**src/rtl/scan_mux_pkg.sv**
```systemverilog
// Shared types and helpers for the scan_mux channel selector.
package scan_mux_pkg;

    // Controller states: direct host select, autonomous scan, scan with no enabled channel
    typedef enum logic [1:0] {
        MANUAL = 2'd0,
        SCAN   = 2'd1,
        NOCH   = 2'd2
    } state_t;

    // Encoding of the mode input
    localparam logic MODE_MANUAL = 1'b0;
    localparam logic MODE_SCAN   = 1'b1;

    // Largest supported channel count and the matching index width
    localparam int MAX_CH    = 64;
    localparam int MAX_SEL_W = 6;

    // Rotate-and-priority-encode: first set bit of mask at or after start,
    // searching upward and wrapping at n_ch-1 -> 0. Returns start when no
    // bit is set. Callers wanting "strictly after" pass start = sel+1.
    function automatic logic [MAX_SEL_W-1:0] next_en(
        input logic [MAX_SEL_W-1:0] start,
        input logic [MAX_CH-1:0]    mask,
        input int                   n_ch
    );
        logic [MAX_SEL_W:0] j;
        logic               found;
        next_en = start;
        found   = 1'b0;
        for (int k = 0; k < MAX_CH; k++) begin
            j = {1'b0, start} + 7'(k);
            if (j >= 7'(n_ch)) begin
                j = j - 7'(n_ch);
            end
            if (!found && (k < n_ch) && mask[j[MAX_SEL_W-1:0]]) begin
                next_en = j[MAX_SEL_W-1:0];
                found   = 1'b1;
            end
        end
    endfunction

endpackage

```
**src/rtl/scan_mux_rr_next_sel.sv**
```systemverilog
// Combinational wrap-around finder: next enabled channel at or after i_start.
module rr_next_sel #(
    parameter int N_CH  = 4,
    parameter int SEL_W = $clog2(N_CH)
) (
    input  logic [SEL_W-1:0] i_start,
    input  logic [N_CH-1:0]  i_mask,
    output logic [SEL_W-1:0] o_next
);
    import scan_mux_pkg::*;

    logic [MAX_SEL_W-1:0] w_start_ext;
    logic [MAX_CH-1:0]    w_mask_ext;
    logic [MAX_SEL_W-1:0] w_found;

    // Widen to the package's fixed search width, search, then narrow back
    assign w_start_ext = MAX_SEL_W'(i_start);
    assign w_mask_ext  = MAX_CH'(i_mask);
    assign w_found     = next_en(w_start_ext, w_mask_ext, N_CH);
    assign o_next      = SEL_W'(w_found);

endmodule

```
**src/rtl/scan_mux.sv**
```systemverilog
// Registered N:1 channel multiplexer with manual select or autonomous
// dwell-timed scanning of enabled channels, valid/ready on the output.
module scan_mux #(
    parameter  int N_CH    = 4,
    parameter  int WIDTH   = 1,
    parameter  int DWELL_W = 8,
    localparam int SEL_W   = $clog2(N_CH)
) (
    input  logic                    clk,
    input  logic                    rst_n,
    input  logic                    mode,
    input  logic [SEL_W-1:0]        sel_in,
    input  logic                    sel_load,
    input  logic [DWELL_W-1:0]      dwell,
    input  logic [N_CH-1:0]         chan_en,
    input  logic [N_CH*WIDTH-1:0]   d,
    output logic [WIDTH-1:0]        y,
    output logic [SEL_W-1:0]        y_sel,
    output logic                    y_valid,
    input  logic                    y_ready
);
    import scan_mux_pkg::*;

    if (N_CH < 2 || N_CH > MAX_CH) begin : g_bad_n_ch
        $error("scan_mux: N_CH must be in 2..64");
    end

    // Channel count in a width that can be compared against sel_in directly
    localparam logic [SEL_W:0] N_CH_V = (SEL_W+1)'(N_CH);

    state_t               r_state;
    state_t               w_state_nxt;
    logic [SEL_W-1:0]     r_sel;
    logic [SEL_W-1:0]     w_sel_nxt;
    logic [DWELL_W-1:0]   r_cnt;
    logic [DWELL_W-1:0]   w_cnt_nxt;
    logic [WIDTH-1:0]     r_y;
    logic [WIDTH-1:0]     w_y_nxt;
    logic [SEL_W-1:0]     r_y_sel;
    logic [SEL_W-1:0]     w_y_sel_nxt;
    logic                 r_y_valid;
    logic                 w_y_valid_nxt;

    logic                 w_load_ok;
    logic                 w_cap_ok;
    logic                 w_sel_en;
    logic                 w_any_en;
    logic                 w_dwell_done;
    logic [WIDTH-1:0]     w_d_sel;
    logic [SEL_W-1:0]     w_sel_inc;
    logic [SEL_W-1:0]     w_rr_start;
    logic [SEL_W-1:0]     w_rr_next;

    // Out-of-range select values are dropped rather than aliased
    assign w_load_ok    = sel_load && ({1'b0, sel_in} < N_CH_V);
    // A new sample may only replace y once the old one is gone or leaving
    assign w_cap_ok     = !r_y_valid || y_ready;
    assign w_sel_en     = chan_en[r_sel];
    assign w_any_en     = |chan_en;
    // >= so a dwell lowered below the running count still triggers a compare
    assign w_dwell_done = (r_cnt >= dwell);
    assign w_d_sel      = d[int'(r_sel)*WIDTH +: WIDTH];
    assign w_sel_inc    = (r_sel == SEL_W'(N_CH-1)) ? '0 : r_sel + 1'b1;

    // Scan advance searches strictly after sel; leaving NOCH searches from sel itself
    assign w_rr_start = (r_state == NOCH) ? r_sel : w_sel_inc;

    rr_next_sel #(
        .N_CH  (N_CH),
        .SEL_W (SEL_W)
    ) u_rr_next_sel (
        .i_start (w_rr_start),
        .i_mask  (chan_en),
        .o_next  (w_rr_next)
    );

    // Next-state, counter, select and output sample decisions
    always_comb begin
        w_state_nxt   = r_state;
        w_sel_nxt     = w_load_ok ? sel_in : r_sel;
        w_cnt_nxt     = r_cnt;
        w_y_nxt       = r_y;
        w_y_sel_nxt   = r_y_sel;
        w_y_valid_nxt = r_y_valid && !y_ready;

        if (mode == MODE_MANUAL) begin
            // Manual tracking applies from the switching edge; pending scan samples are dropped
            w_state_nxt   = MANUAL;
            w_cnt_nxt     = '0;
            w_y_nxt       = w_d_sel;
            w_y_sel_nxt   = r_sel;
            w_y_valid_nxt = w_sel_en;
        end else begin
            unique case (r_state)
                MANUAL: begin
                    w_state_nxt   = SCAN;
                    w_cnt_nxt     = '0;
                    w_y_valid_nxt = 1'b0;
                end
                SCAN: begin
                    if (!w_any_en) begin
                        w_state_nxt = NOCH;
                        w_cnt_nxt   = '0;
                    end else if (w_load_ok) begin
                        // A host load restarts the dwell and pre-empts any capture
                        w_cnt_nxt = '0;
                    end else if (!w_dwell_done) begin
                        w_cnt_nxt = r_cnt + 1'b1;
                    end else if (w_cap_ok) begin
                        w_cnt_nxt = '0;
                        w_sel_nxt = w_rr_next;
                        if (w_sel_en) begin
                            w_y_nxt       = w_d_sel;
                            w_y_sel_nxt   = r_sel;
                            w_y_valid_nxt = 1'b1;
                        end
                    end
                end
                NOCH: begin
                    w_cnt_nxt = '0;
                    if (w_any_en) begin
                        w_state_nxt = SCAN;
                        if (!w_load_ok) begin
                            w_sel_nxt = w_rr_next;
                        end
                    end
                end
                default: begin
                    w_state_nxt = MANUAL;
                end
            endcase
        end
    end

    // Control state register: FSM state, select and dwell counter
    always_ff @(posedge clk) begin
        if (!rst_n) begin
            r_state <= MANUAL;
            r_sel   <= '0;
            r_cnt   <= '0;
        end else begin
            r_state <= w_state_nxt;
            r_sel   <= w_sel_nxt;
            r_cnt   <= w_cnt_nxt;
        end
    end

    // Output sample register; reset discards any pending sample
    always_ff @(posedge clk) begin
        if (!rst_n) begin
            r_y       <= '0;
            r_y_sel   <= '0;
            r_y_valid <= 1'b0;
        end else begin
            r_y       <= w_y_nxt;
            r_y_sel   <= w_y_sel_nxt;
            r_y_valid <= w_y_valid_nxt;
        end
    end

    assign y       = r_y;
    assign y_sel   = r_y_sel;
    assign y_valid = r_y_valid;

endmodule

```
**config.mk**
```make
export PLATFORM = sky130hd
export DESIGN_NAME = scan_mux
export DESIGN_NICKNAME = d
export VERILOG_FILES = /design/src/rtl/scan_mux_pkg.sv /design/src/rtl/scan_mux_rr_next_sel.sv /design/src/rtl/scan_mux.sv
export SDC_FILE = /design/constraint.sdc
export NUM_CORES = 1
export LEC_CHECK = 0
export BUFFER_PORTS_ARGS = -buffer_cell sky130_fd_sc_hd__buf_2
export CORE_AREA = 8 8 68 70
export CTS_CLUSTER_DIAMETER = 100
export DETAILED_ROUTE_END_ITERATION = 16
export DIE_AREA = 0 0 76 78
export PLACE_DENSITY = 0.81
export SLEW_MARGIN = 20
export SYNTH_ARGS = -nofsm -noshare
export SYNTH_HDL_FRONTEND = slang
export SYNTH_HIERARCHICAL = 1
export SYNTH_SLANG_ARGS = --single-unit
```
**constraint.sdc**
```tcl
create_clock -name clk -period 4.3 [get_ports clk]
set_clock_uncertainty 0.05 [all_clocks]
set_input_delay 0.43 -clock clk [delete_from_list [all_inputs] [get_ports clk]]
set_output_delay 0.43 -clock clk [all_outputs]
set_load 0.02 [all_outputs]
```
== Word-level counts from Yosys, hierarchy flattened ==
Index checks and enable logic that the tools add are counted.
Storage, ports and cells
  flip-flop bits (word level): 16
  bits of input ports: 23
  output and inout bits: 4
  logic and storage cells: 117
Cells by class
  $add $sub $neg: 9
  order comparisons: 10
  equality and inequality tests: 12
  shifts and indexed selects: 1
  mux-type cells: 61
  reduce and logical (&&, ||, !) cells: 18
Operators with widths (count)
  $mux 2: 23
  $mux 8: 4
  $lt 6x7->1 const B: 4
  $bmux 1 s6: 4
  $mux 6: 4
  $ge 7x3->1 const B: 3
  $mux 1: 21
  $sub 6x3->6 const B: 3
  $pmux 8 s2: 1
  $ne 2x1->1 const B: 5
  $add 8x1->8 const B: 1
  $ge 8x8->1: 1
  $add 2x2->3 const B: 2
  $ne 2x2->1 const B: 3
  $pmux 2 s3: 1
  $reduce_and 2->1: 3
  $reduce_and 6->1: 1
  $logic_not 1->1: 5
  $ne 5x5->1 const B: 1
  $eq 2x2->1 const B: 2
  $logic_and 1x1->1: 4
  $pmux 2 s2: 1
  $reduce_or 4->1: 1
  $shiftx 4x3->1: 1
  12 further kinds: 12

== Longest topological paths before layout ==
Gate-level depths: netlist of run 1.
  depth in word-level cells: 23
  mapped depth: 16
  gate-level depth less buffers: 14

== Cells and area by module ==
Netlist of run 1, hierarchy kept.
By module, submodules not included
  scan_mux: times used 1, cells an instance 165, area an instance 1397.6 µm², sequential area each 320.3 µm²
  rr_next_sel: times used 1, cells an instance 28, area an instance 291.5 µm², sequential area each 0.0 µm²

== Least setup slack after synthesis of run 1 ==
Ideal clock, no wire load.
  path type: register to register
  start point: register r_state[0]
  end point: register r_sel[1]
  setup time: 0.125 ns
  arrival time: 3.149 ns
  required time: 4.125 ns
  path slack: 0.976 ns
  cell stages (with the launch flop): 17
  path buffers: 2
  period minus slack after synthesis: 3.324 ns
  cell sequence: dfxtp_1 -> inv_1 -> ha_1 -> buf_2 -> nor3_1 -> a21o_1 -> buf_6 -> inv_1 -> ha_1 -> mux4_1 -> or3b_4 -> a221o_1 -> a22o_1 -> mux2i_1 -> a21oi_1 -> o21ai_0 -> nand3_1
Between the ends
  word-level cells in the longest chain between the ends: 22
  elaborated cells on any way between the ends: 47
  classes of those cells: 7 x add/sub; 4 x order compare; 2 x eq/ne; 28 x mux; 6 x reduce/logical
Ends and longest elaborated chain
  from (decl): line scan_mux.sv:31  | state_t r_state;
  from (signal assigned): line scan_mux.sv:142  | r_state <= w_state_nxt;
  $eq 2x2->1 *: line scan_mux.sv:66  | assign w_rr_start = (r_state == NOCH) ? r_sel : w_sel_inc;
  $mux 2 *: line scan_mux.sv:66
  named net w_rr_start[0]: line scan_mux.sv:51  | logic [SEL_W-1:0] w_rr_start;
  branches (longest 13 deep; another with $sub 6x3->6)
  $mux 2 *: line scan_mux_pkg.sv:36  | if (!found && (k < n_ch) && mask[j[MAX_SEL_W-1:0]]) begin
  named net w_rr_next[1]: line scan_mux.sv:52  | logic [SEL_W-1:0] w_rr_next;
  $mux 2: line scan_mux.sv:109  | end else if (w_cap_ok) begin
  $mux 2: line scan_mux.sv:107  | end else if (!w_dwell_done) begin
  $mux 2: line scan_mux.sv:104  | end else if (w_load_ok) begin
  $mux 2: line scan_mux.sv:101  | if (!w_any_en) begin
  $pmux 2 s2 *: line scan_mux.sv:94  | unique case (r_state)
  $mux 2 *: line scan_mux.sv:86  | if (mode == MODE_MANUAL) begin
  to (signal assigned): line scan_mux.sv:143  | r_sel <= w_sel_nxt;
  to (decl): line scan_mux.sv:33  | logic [SEL_W-1:0] r_sel;
Mark *: on every way through the listed nets, which the timed path passes. The select of a mux whose other input is x is not followed.
A chain may end at the register's enable or synchronous reset.

== Worst setup path after layout of run 1 ==
Same ends and word-level chain as after synthesis.

==> results of run 1 <==
==> per-layer routing <==
layer  vias to the layer above  global-route usage (%)  share of wire (%)
met3                         4                    2.30                4.2
met4                         0                    5.29                1.7
li1                        762                       -                  -
met2                        29                    22.5                 49
met5                         -                       0                  0
met1                       694                    13.5                 45
==> cell usage in the layout, fill, tap and decap left out, drive strengths merged, types with 3 or more instances in the layout <==
cell,count
mux2i,8
or3,4
nand2b,4
a31oi,3
o211ai,8
a21oi,7
nand3,11
buf,26
mux4,6
ha,17
mux2,3
nand4,11
nand2,13
nor3,4
nor2,10
dfxtp,16
o21ai,9
inv,23
clkbuf,4
==> logic make-up (layout without fill, tap and decap cells) <==
| kind of cell | Yosys count | count (layout) | share of synthesized area (%) |
|---|---|---|---|
| buffers and inverters | 32 | 53 | 8.89 |
| multiplexers | 17 | 17 | 15.6 |
| XOR/XNOR | 1 | 1 | 0.519 |
| flip-flops | 16 | 16 | 19.0 |
| AND/OR/NAND/NOR | 68 | 68 | 23.2 |
| AO/OA/AOI/OAI | 42 | 42 | 20.2 |
| adder cells (fa/ha/maj) | 17 | 17 | 12.6 |
==> registers in the layout, summed over array words and instances, names as in the netlist <==
register	count
r_sel	2
r_state	2
y	1
y_valid	1
y_sel	2
r_cnt	8
==> power by group <==
| group | total, uW | internal [uW] | switching, uW |
|---|---|---|---|
| Clock | 105 | 51.6 | 53.4 |
| Sequential | 159 | 153 | 5.76 |
| Combinational | 150 | 71.4 | 78.2 |
| Total | 413 | 276 | 137 |
==> synth_stat cells, types with 2 or more instances <==
| cell | count | share of area [%] |
|---|---|---|
| a21boi_1 | 2 | 0.89 |
| a21o_1 | 2 | 0.89 |
| a21oi_1 | 7 | 2.1 |
| a31oi_4 | 2 | 2.5 |
| buf_2 | 3 | 0.89 |
| buf_6 | 2 | 1.3 |
| clkbuf_1 | 3 | 0.67 |
| dfxtp_1 | 16 | 19 |
| ha_1 | 17 | 13 |
| inv_1 | 23 | 5.1 |
| mux2_2 | 3 | 2.0 |
| mux2i_1 | 8 | 4.7 |
| mux4_1 | 4 | 6.2 |
| mux4_2 | 2 | 2.7 |
| nand2_1 | 13 | 2.9 |
| nand2b_1 | 3 | 1.1 |
| nand3_1 | 11 | 3.3 |
| nand4_1 | 11 | 4.1 |
| nor2_1 | 10 | 2.2 |
| nor2b_1 | 2 | 0.74 |
| nor3_1 | 4 | 1.2 |
| o2111ai_1 | 2 | 1.0 |
| o211ai_1 | 8 | 3.6 |
| o21ai_0 | 6 | 1.8 |
| o21ai_1 | 3 | 0.89 |
| or3_1 | 4 | 1.5 |
==> layout make-up <==
class	count	area (um2)
clock buffers	4	36.3
fillers	350	1700
inverters	23	86.3
multi-input cells	145	1220
flip-flops and latches	16	320
well taps	48	60.1
repair buffers	26	130
==> stage by stage <==
stage	instances	total power (uW)
after global routing	262	440
after floorplan	193	278
after global placement	258	308
after CTS	262	416
final	262	413
after detailed placement	258	312
==> worst register-to-register path: stages, from the launching register on <==
cell and delay [ns]:
dfxtp_1 0.37, inv_1 0.08, ha_1 0.30, nor3_1 0.19
a21o_1 0.34, inv_1 0.13, ha_1 0.35, mux4_1 0.33
or3b_4 0.38, a221o_1 0.32, a22o_1 0.24, mux2i_1 0.12
a21oi_1 0.07, o21ai_0 0.14, nand3_1 0.08
==> final timing paths <==
check                                to  depth (start not counted)                     from
setup reg to reg    r_sel[1]$_SDFF_PN0_                         14  r_state[0]$_SDFFE_PN0P_
hold reg to reg          y$_SDFFE_PN0P_                          2           y$_SDFFE_PN0P_
setup / recovery    r_sel[1]$_SDFF_PN0_                         14  r_state[0]$_SDFFE_PN0P_
hold / removal    r_cnt[1]$_SDFFE_PN0P_                          3                     mode
==> metrics.txt, run 1 <==
leakage power 0.000776 uW; CTS tree done; drt pass-1 iters 4; Final Cycle Share 83.9%; total I/O pin count 27; post-CTS sizing 0; vias after detailed routing 1489; Post-Syn Area per Cell 8.75 um2; Total Die Area 0.00593 mm2; Post-Syn Instances 193; WP data required 4.43 ns; post-DR wirelength/cell 13.8 um; setup_tns 0 ns; H-tree Lvls 1; Die W 76 um; minimum clock period 3.61 ns; r2r setup slk 0.69 ns; Final Hold Fails 0; crit path buf inv count 2; core area 0.00355 mm2; max_slew headroom 29.3%; Max clock buf depth 2; endpoint class of the critical path flop; Area Growth Syn to Fin 9.63%; worst slew pin tran 1.06 ns; Antenna Diode Count 0; CP cell instances inv_1, ha_1, nor3_1, a21o_1, inv_1, ha_1, mux4_1, or3b_4, a221o_1, a22o_1, mux2i_1, a21oi_1, o21ai_0, nand3_1; Root Buffer clkbuf_4; RSZ-0062 raised after global routing no; pin count of the biggest net entering global routing 19; Final setup viols 0; antenna-violating nets left 0; pwr dens 223 mW/mm2; register area share after synthesis 19.0%; Synth async-reset ratio 0%; first-pass GRT wire length 6360 um; end-of-flow core utilization 52.1%; critical-path maximum fanout 10; delay of the slowest cell on the worst path 0.38 ns; setup bufs post-CTS 0; post-synthesis register bit count 16; Cell Rows 22; final worst setup slack 0.693 ns; type of the tightest min-delay check in -> reg; critical path's top delay family compound AO/OA/AOI/OAI gates; placed instance area 0.00182 mm2; worst vdd ir 0.125 mV; # hold bufs at CTS 0; worst hold margin 0.400 ns; cell area after synthesis 0.00169 mm2; number of synthesized flops with an enable pin 0; status finished, final reports clean; Worst-Skew Late Latency 0.29 ns; Clock Sink Count 16; synth unique cells 48; Main synth FF type dfxtp_1; total track usage 12.3%; starting density of the core 47.6%; max cap viols 0; design area 0.00185 mm2; type of origin of the critical path flop; die height 78 um; fmax 277 MHz; CP arrival 3.74 ns; Synthesized Nets 233; Placer Congestion 0.870; routed vias/inst 5.68; DP Worst Slack 0.710 ns; Overflow after GRT 0; CTS Buf Count 3; initial antenna violation count 0; # nets final 255; synth warn 6; Detailed Place HPWL 2920 um; Clock transition at path regs 0.10 ns; DRC viols 0; IO buf count 26; vias in the first global route 1454; drt total wl 3610 um; Slew Limit Fails 0; Crit Path Category reg -> reg; share of layout cells above drive strength 1 20.6%; first-iteration detailed-routing DRC count 95; Crit-path slowest cell or3b_4
(Power assumes the default switching activity.)
==> run 2: changes to the inputs <==
--- a/config.mk
+++ b/config.mk
@@ -5,12 +5,13 @@
 export SDC_FILE = /design/constraint.sdc
 export NUM_CORES = 1
 export LEC_CHECK = 0
+export ABC_AREA = 1
 export BUFFER_PORTS_ARGS = -buffer_cell sky130_fd_sc_hd__buf_2
-export CORE_AREA = 8 8 68 70
+export CORE_AREA = 8 8 67 69
 export CTS_CLUSTER_DIAMETER = 100
 export DETAILED_ROUTE_END_ITERATION = 16
-export DIE_AREA = 0 0 76 78
-export PLACE_DENSITY = 0.81
+export DIE_AREA = 0 0 75 77
+export PLACE_DENSITY = 0.82
 export SLEW_MARGIN = 20
 export SYNTH_ARGS = -nofsm -noshare
 export SYNTH_HDL_FRONTEND = slang
==> constraint.sdc (replaced) <==
create_clock -name clk -period 3.7 [get_ports clk]
set_clock_uncertainty 0.05 [all_clocks]
set_input_delay 0.37 -clock clk [delete_from_list [all_inputs] [get_ports clk]]
set_output_delay 0.37 -clock clk [all_outputs]
set_load 0.02 [all_outputs]
==> run 2 against run 1 <==
Utilization is 2.3 points higher. Power is 36% higher. Clock power is 13% higher. Wire length is 2.2% higher. Highest routed layer is now met3. Area after synthesis is 1.2% lower. Critical path type unchanged. Sequential power is 18% higher. Combinational power is 71% higher. Die area is 2.6% lower. Flip-flop and latch count stayed put. Final cell count is 36% higher. Final area is 2.8% higher. Synthesized cell count is 44% higher.
==> metrics.txt, run 2 <==
status finished, final reports clean; minimum clock period 3.30 ns (-0.309 ns); Clock Sink Count 16 (unchanged); Synthesized Nets 318 (+36%); synth unique cells 26 (-46%); first-pass GRT wire length 6420 um (+0.97%); RSZ-0062 raised after global routing no; Slew Limit Fails 0 (unchanged); Yosys top cell by area dfxtp_1; DP Worst Slack 0.468 ns (-0.243 ns); endpoint class of the critical path flop; CTS Buf Count 3 (unchanged); fill cell count 374 (+6.9%); switching share of power 41.1% (+7.9 points); Max clock buf depth 2 (unchanged); initial antenna violation count 0 (unchanged); end-of-flow core utilization 54.4% (+2.3 points); post-CTS sizing 0 (unchanged); drt total wl 3690 um (+2.2%); DRC viols 0 (unchanged); cell area after synthesis 0.00167 mm2 (-1.2%); Commonest cells post-synth nand2_1, inv_1, nor2_1; Detailed Place HPWL 3100 um (+6.2%); pin count of the biggest net entering global routing 11 (-8); delay of the slowest cell on the worst path 0.53 ns (+0.15 ns); Area Growth Syn to Fin 14.0%; setup_tns 0 ns (unchanged); Final Hold Fails 0 (unchanged); first-iteration detailed-routing DRC count 100 (+5.3%); top area cells in the synthesized netlist dfxtp_1, nand2_1, ha_1; die height 77 um (-1.3%); Post-Syn Area per Cell 6.00 um2 (-31%); Root Buffer clkbuf_4; Post-Layout Cell Count 357 (+36%); setup bufs post-CTS 0 (unchanged); Synth async-reset ratio 0% (unchanged); Total Die Area 0.00578 mm2 (-2.6%); max_slew headroom 57.0% (+28 points); Crit-path slowest cell o21ai_0; Sw Pwr 231 uW (+68%); vias in the first global route 1594 (+9.6%); drt pass-1 iters 4 (unchanged); WP data required 3.86 ns (-0.57 ns); post-DR wirelength/cell 10.3 um (-25%); antenna-violating nets left 0 (unchanged); Final setup viols 0 (unchanged); # hold bufs at CTS 0 (unchanged); most frequent cells in the layout nand2_1, inv_1, nor2_1, buf_2, nand3_1; H-tree Lvls 1 (unchanged); share of the synthesized area in the top cell type 19.2% (+0.23 points); Placer Congestion 0.904 (+3.9%); total track usage 13.2% (+0.87 points); critical-path maximum fanout 6 (-4); starting density of the core 47.7% (+0.18 points); commonest non-fill, non-tap cell in the layout nand2_1; Biggest register r_cnt; total I/O pin count 27 (unchanged); critical path's top delay family compound AO/OA/AOI/OAI gates; Main synth FF type dfxtp_1; post-synthesis register bit count 16 (unchanged); core area 0.00350 mm2 (-1.6%); Placed Cells incl. Taps 353 (+37%); Cell Rows 22 (unchanged); final worst setup slack 0.402 ns (-0.291 ns); # nets final 350 (+37%); register area share after synthesis 19.2% (+0.23 points); routed vias/inst 4.78 (-16%); synth warn 6 (unchanged); count leader, synth nand2_1; Antenna Diode Count 0 (unchanged); leakage power 0.00103 uW (+32%); clock power share 21.1% (-4.3 points); worst slew pin tran 0.639 ns (-0.419 ns); share of layout cells above drive strength 1 17.5% (-3.1 points); Clock transition at path regs 0.09 ns (about the same); Gate power share 45.7% (+9.5 points); max reg flops 8 (unchanged); CTS tree done; Overflow after GRT 0 (unchanged); IO buf count 26 (unchanged); Crit Path Category reg -> reg; Post-Syn Instances 278 (+44%); fmax 303 MHz (+9.4%); max cap viols 0 (unchanged); Worst-Skew Late Latency 0.29 ns (about the same); CP cell instances inv_1, ha_1, inv_1, o21ai_0, inv_1, ha_1, inv_1, nand3_2, nand3_2, nand2_1, clkinv_1, nand2_1, nand2_1, o21ai_1, inv_1, o21ai_0, nand2_1, o21ai_0, a21oi_1, a21oi_1; register share of total power 33.2% (-5.2 points); Final Cycle Share 89.1% (+5.2 points); CP arrival 3.46 ns (-0.28 ns); Int Pwr 331 uW (+20%); vias after detailed routing 1705 (+15%); pwr dens 295 mW/mm2 (+32%); Crit path top cell by count inv_1; worst vdd ir 0.213 mV (+71%); type of the tightest min-delay check in -> reg; crit path buf inv count 6 (+4); Die W 75 um (-1.3%); type of origin of the critical path flop; number of synthesized flops with an enable pin 0 (unchanged)
## run 2: changes by cell type in the layout (fill, tap and decap cells not counted), moves of 4 or more
cell,before,now
nand2_1,13,81
nor2_1,10,33
inv_1,23,41
o21ai_0,6,19
nand3_1,11,23
mux2i_1,8,0
nand2_2,0,8
nand4_1,11,3
o211ai_1,8,0
a21oi_1,7,13
mux4_1,4,0
nand3_2,0,4
or3_1,4,0
## run 2: cell families after synthesis
logic type	synth area share, %
DFF	19.2
adders and majority gates	12.7
and+or+nand+nor	45.7
xor gates and xnor gates	1.05
AOI/OAI and AO/OA	11.4
buffers and inverters	9.97
## run 2: final timing paths
| check | slack, ns | depth (start not counted) | end | start |
|---|---|---|---|---|
| setup / recovery | 0.40 | 20 | r_sel[0]$_SDFF_PN0_ | r_state[0]$_SDFFE_PN0P_ |
| hold / removal | 0.30 | 2 | y_valid$_SDFF_PN0_ | mode |
| setup reg to reg | 0.40 | 20 | r_sel[0]$_SDFF_PN0_ | r_state[0]$_SDFFE_PN0P_ |
| hold reg to reg | 0.44 | 2 | y$_SDFFE_PN0P_ | y$_SDFFE_PN0P_ |
## run 2: power by group through the flow
stage	Clock, uW	Combinational, uW	Sequential [uW]
2_1_floorplan	0	193	193
3_3_place_gp	0	250	190
3_5_place_dp	0	255	190
4_1_cts	123	255	187
5_1_grt	131	294	188
6_report	119	257	187
## run 2: routing by layer
layer / part of all wire, % / vias to the layer above / GRT usage, %
li1: - / 951 / -
met1: 50 / 716 / 17.4
met2: 45 / 38 / 21.4
met3: 5.1 / 0 / 3.25
met4: 0 / 0 / 1.18
met5: 0 / - / 0
## run 2: final cells by class
type | count | area (um2) | area share (%)
multi-input cells | 218 | 1180 | 62.1
well taps | 48 | 60.1 | 3.16
flip-flops and latches | 16 | 320 | 16.8
inverters | 44 | 166 | 8.74
repair buffers | 27 | 138 | 7.23
clock buffers | 4 | 36.3 | 1.91
## run 2: per-stage QoR
stage / cell area (um2) / hold slack (ns) / power (uW)
global placement: 1870 / 0.415 / 440
detailed placement: 1870 / 0.419 / 445
floorplan: 1670 / 0.424 / 386
finish: 1900 / 0.302 / 562
CTS: 1900 / 0.291 / 565
global route: 1900 / 0.303 / 613
==> run 3: changes to the inputs <==
--- a/config.mk
+++ b/config.mk
@@ -7,10 +7,10 @@
 export LEC_CHECK = 0
 export ABC_AREA = 1
 export BUFFER_PORTS_ARGS = -buffer_cell sky130_fd_sc_hd__buf_2
-export CORE_AREA = 8 8 67 69
+export CORE_AREA = 8 8 53 88
 export CTS_CLUSTER_DIAMETER = 100
 export DETAILED_ROUTE_END_ITERATION = 16
-export DIE_AREA = 0 0 75 77
+export DIE_AREA = 0 0 61 96
 export PLACE_DENSITY = 0.82
 export SLEW_MARGIN = 20
 export SYNTH_ARGS = -nofsm -noshare
==> run 3 against run 2 <==
Sequential share of layout area fell by 0.088 points. Final area up 0.53%. Via count grew 6.6%. Sequential power about the same. Global-route usage increased by 2.3 points. Die area is 1.4% higher. Hold slack improved by 0.045 ns. Combinational power is 3% higher. First-iteration DRC count fell by 54%.
==> metrics.txt, run 3 (synthesis gave the netlist of run 2 again) <==
status finished, final reports clean; IO buf count 26 (unchanged); total track usage 15.5% (+2.3 points); most frequent cells in the layout nand2_1, inv_1, nor2_1, buf_2, nand3_1; Max clock buf depth 2 (unchanged); leakage power 0.00103 uW (+0.55%); register share of total power 32.3% (-0.9 points); first-iteration detailed-routing DRC count 46 (-54%); commonest non-fill, non-tap cell in the layout nand2_1; max_slew headroom 67.2% (+10 points); Crit Path Category reg -> reg; first-pass GRT wire length 7140 um (+11%); type of the tightest min-delay check in -> reg; WHS Path Cells 2 (unchanged); starting density of the core 47.4% (-0.32 points); Final Hold Fails 0 (unchanged); worst hold endpoint y_valid$_SDFF_PN0_; pwr dens 303 mW/mm2 (+2.7%); antenna-violating nets left 0 (unchanged); Critical R2R Capture r_sel[0]$_SDFF_PN0_; Worst-Skew Late Latency 0.25 ns (-0.04 ns); RSZ-0062 raised after global routing no; Cell Rows 29 (+32%); worst-case reg-to-reg path depth 22 (+10%); share of layout cells above drive strength 1 17.5% (unchanged); Slew Limit Fails 0 (unchanged); max reg flops 8 (unchanged); H-tree Lvls 1 (unchanged); CTS Buf Count 3 (unchanged); Sw Pwr 234 uW (+1.2%); CP arrival 3.12 ns (-0.34 ns); die height 96 um (+25%); # hold bufs at CTS 0 (unchanged); total power 580 uW (+3.3%); vias after detailed routing 1818 (+6.6%); Clock Sink Count 16 (unchanged); Reg-to-Reg Start r_state[0]$_SDFFE_PN0P_; Detailed Place HPWL 3550 um (+15%); CP cell instances inv_1, ha_1, inv_1, nand2_1, o21ai_0, buf_4, inv_2, ha_1, inv_1, nand3_2, nand3_2, nand2_1, clkinv_1, nand2_1, nand2_1, o21ai_1, inv_1, o21ai_0, nand2_1, o21ai_0, a21oi_1, a21oi_1; max cap viols 0 (unchanged); Die W 61 um (-19%); worst slew pin tran 0.487 ns (-0.151 ns); fill cell count 386 (+3.2%); total I/O pin count 27 (unchanged); CTS tree done; drt pass-1 iters 4 (unchanged); endpoint class of the critical path flop; initial antenna violation count 0 (unchanged); switching share of power 40.3% (-0.82 points); Area Growth Syn to Fin 14.6%; fmax 334 MHz (+10%); post-DR wirelength/cell 11.7 um (+13%); Total Die Area 0.00586 mm2 (+1.4%); WP data required 3.83 ns (-0.03 ns); Int Pwr 346 uW (+4.7%); Placer Congestion 0.846 (-6.4%); Final Cycle Share 80.9% (-8.3 points); critical-path maximum fanout 10 (+4); type of origin of the critical path flop; minimum clock period 2.99 ns (-0.306 ns); core area 0.00352 mm2 (+0.68%); setup bufs post-CTS 0 (unchanged); Crit path top cell by count nand2_1; Final setup viols 0 (unchanged); # nets final 351 (+0.29%); drt total wl 4160 um (+13%); Biggest register r_cnt; Clock transition at path regs 0.06 ns (-0.03 ns); Hold Crit Start mode; Antenna Diode Count 0 (unchanged); setup_tns 0 ns (unchanged); delay of the slowest cell on the worst path 0.38 ns (-0.15 ns); Root Buffer clkbuf_8; clock power share 22.3% (+1.2 points); pin count of the biggest net entering global routing 11 (unchanged); routed vias/inst 5.12 (+7.2%); DRC viols 0 (unchanged); Crit-path slowest cell ha_1; post-CTS sizing 0 (unchanged); worst vdd ir 0.189 mV (-11%); Gate power share 45.4% (-0.3 points); vias in the first global route 1845 (+16%); Overflow after GRT 0 (unchanged); r2r setup slk 0.71 ns (+0.31 ns)
## run 3: metal layers
metal / vias up / global-route usage (%) / share of wire, %
li1: 950 / - / -
met1: 822 / 12.7 / 37
met2: 33 / 32.3 / 58
met3: 13 / 1.74 / 1.8
met4: 0 / 8.61 / 3.4
met5: - / 0 / 0
## run 3: how the worst max path moves through the flow
stage / start / to / slack, ns / depth (start not counted)
after global placement: r_state[0]$_SDFFE_PN0P_ / r_sel[0]$_SDFF_PN0_ / 0.90 / 22
after global routing: r_state[0]$_SDFFE_PN0P_ / r_sel[0]$_SDFF_PN0_ / 0.34 / 21
after CTS: r_state[0]$_SDFFE_PN0P_ / r_sel[0]$_SDFF_PN0_ / 0.72 / 21
after floorplan: r_state[0]$_SDFFE_PN0P_ / r_sel[0]$_SDFF_PN0_ / 0.64 / 20
final: r_state[0]$_SDFFE_PN0P_ / r_sel[0]$_SDFF_PN0_ / 0.71 / 22
after detailed placement: r_state[0]$_SDFFE_PN0P_ / r_sel[0]$_SDFF_PN0_ / 0.78 / 22
## run 3: cell type report
type | instances | area, um2 | area share [%]
clock buffer | 3 | 41.3 | 2.16
inverter | 44 | 166 | 8.70
multi-input combinational | 218 | 1180 | 61.8
sequential | 16 | 320 | 16.7
tap | 46 | 57.6 | 3.01
timing repair buffer | 28 | 145 | 7.59
## run 3: power by group through the flow
stage | clock network (uW) | registers (uW) | logic (uW)
finish | 129 | 187 | 264
floorplan | 0 | 193 | 193
detailed placement | 0 | 191 | 262
global route | 136 | 188 | 303
global placement | 0 | 190 | 255
CTS | 131 | 187 | 264
## run 3: stage by stage
step,setup slack [ns],hold slack (ns),cells,util [%],instance area [um2]
final,0.708,0.346,355,54.4,1910
after global routing,0.342,0.369,355,54.4,1910
after CTS,0.720,0.346,355,54.4,1910
after detailed placement,0.779,0.417,352,53.2,1870
after global placement,0.904,0.410,352,53.2,1870
after floorplan,0.644,0.424,278,-,1670
## run 3: worst max-delay path: cells and delay by family, from the launching register on
kind | cells | cell delay (ns)
AND/OR/NAND/NOR | 7 | 0.54
AO/OA/AOI/OAI | 6 | 0.61
flip-flops | 1 | 0.34
buffers and inverters | 7 | 0.75
adder cells (fa/ha/maj) | 2 | 0.63
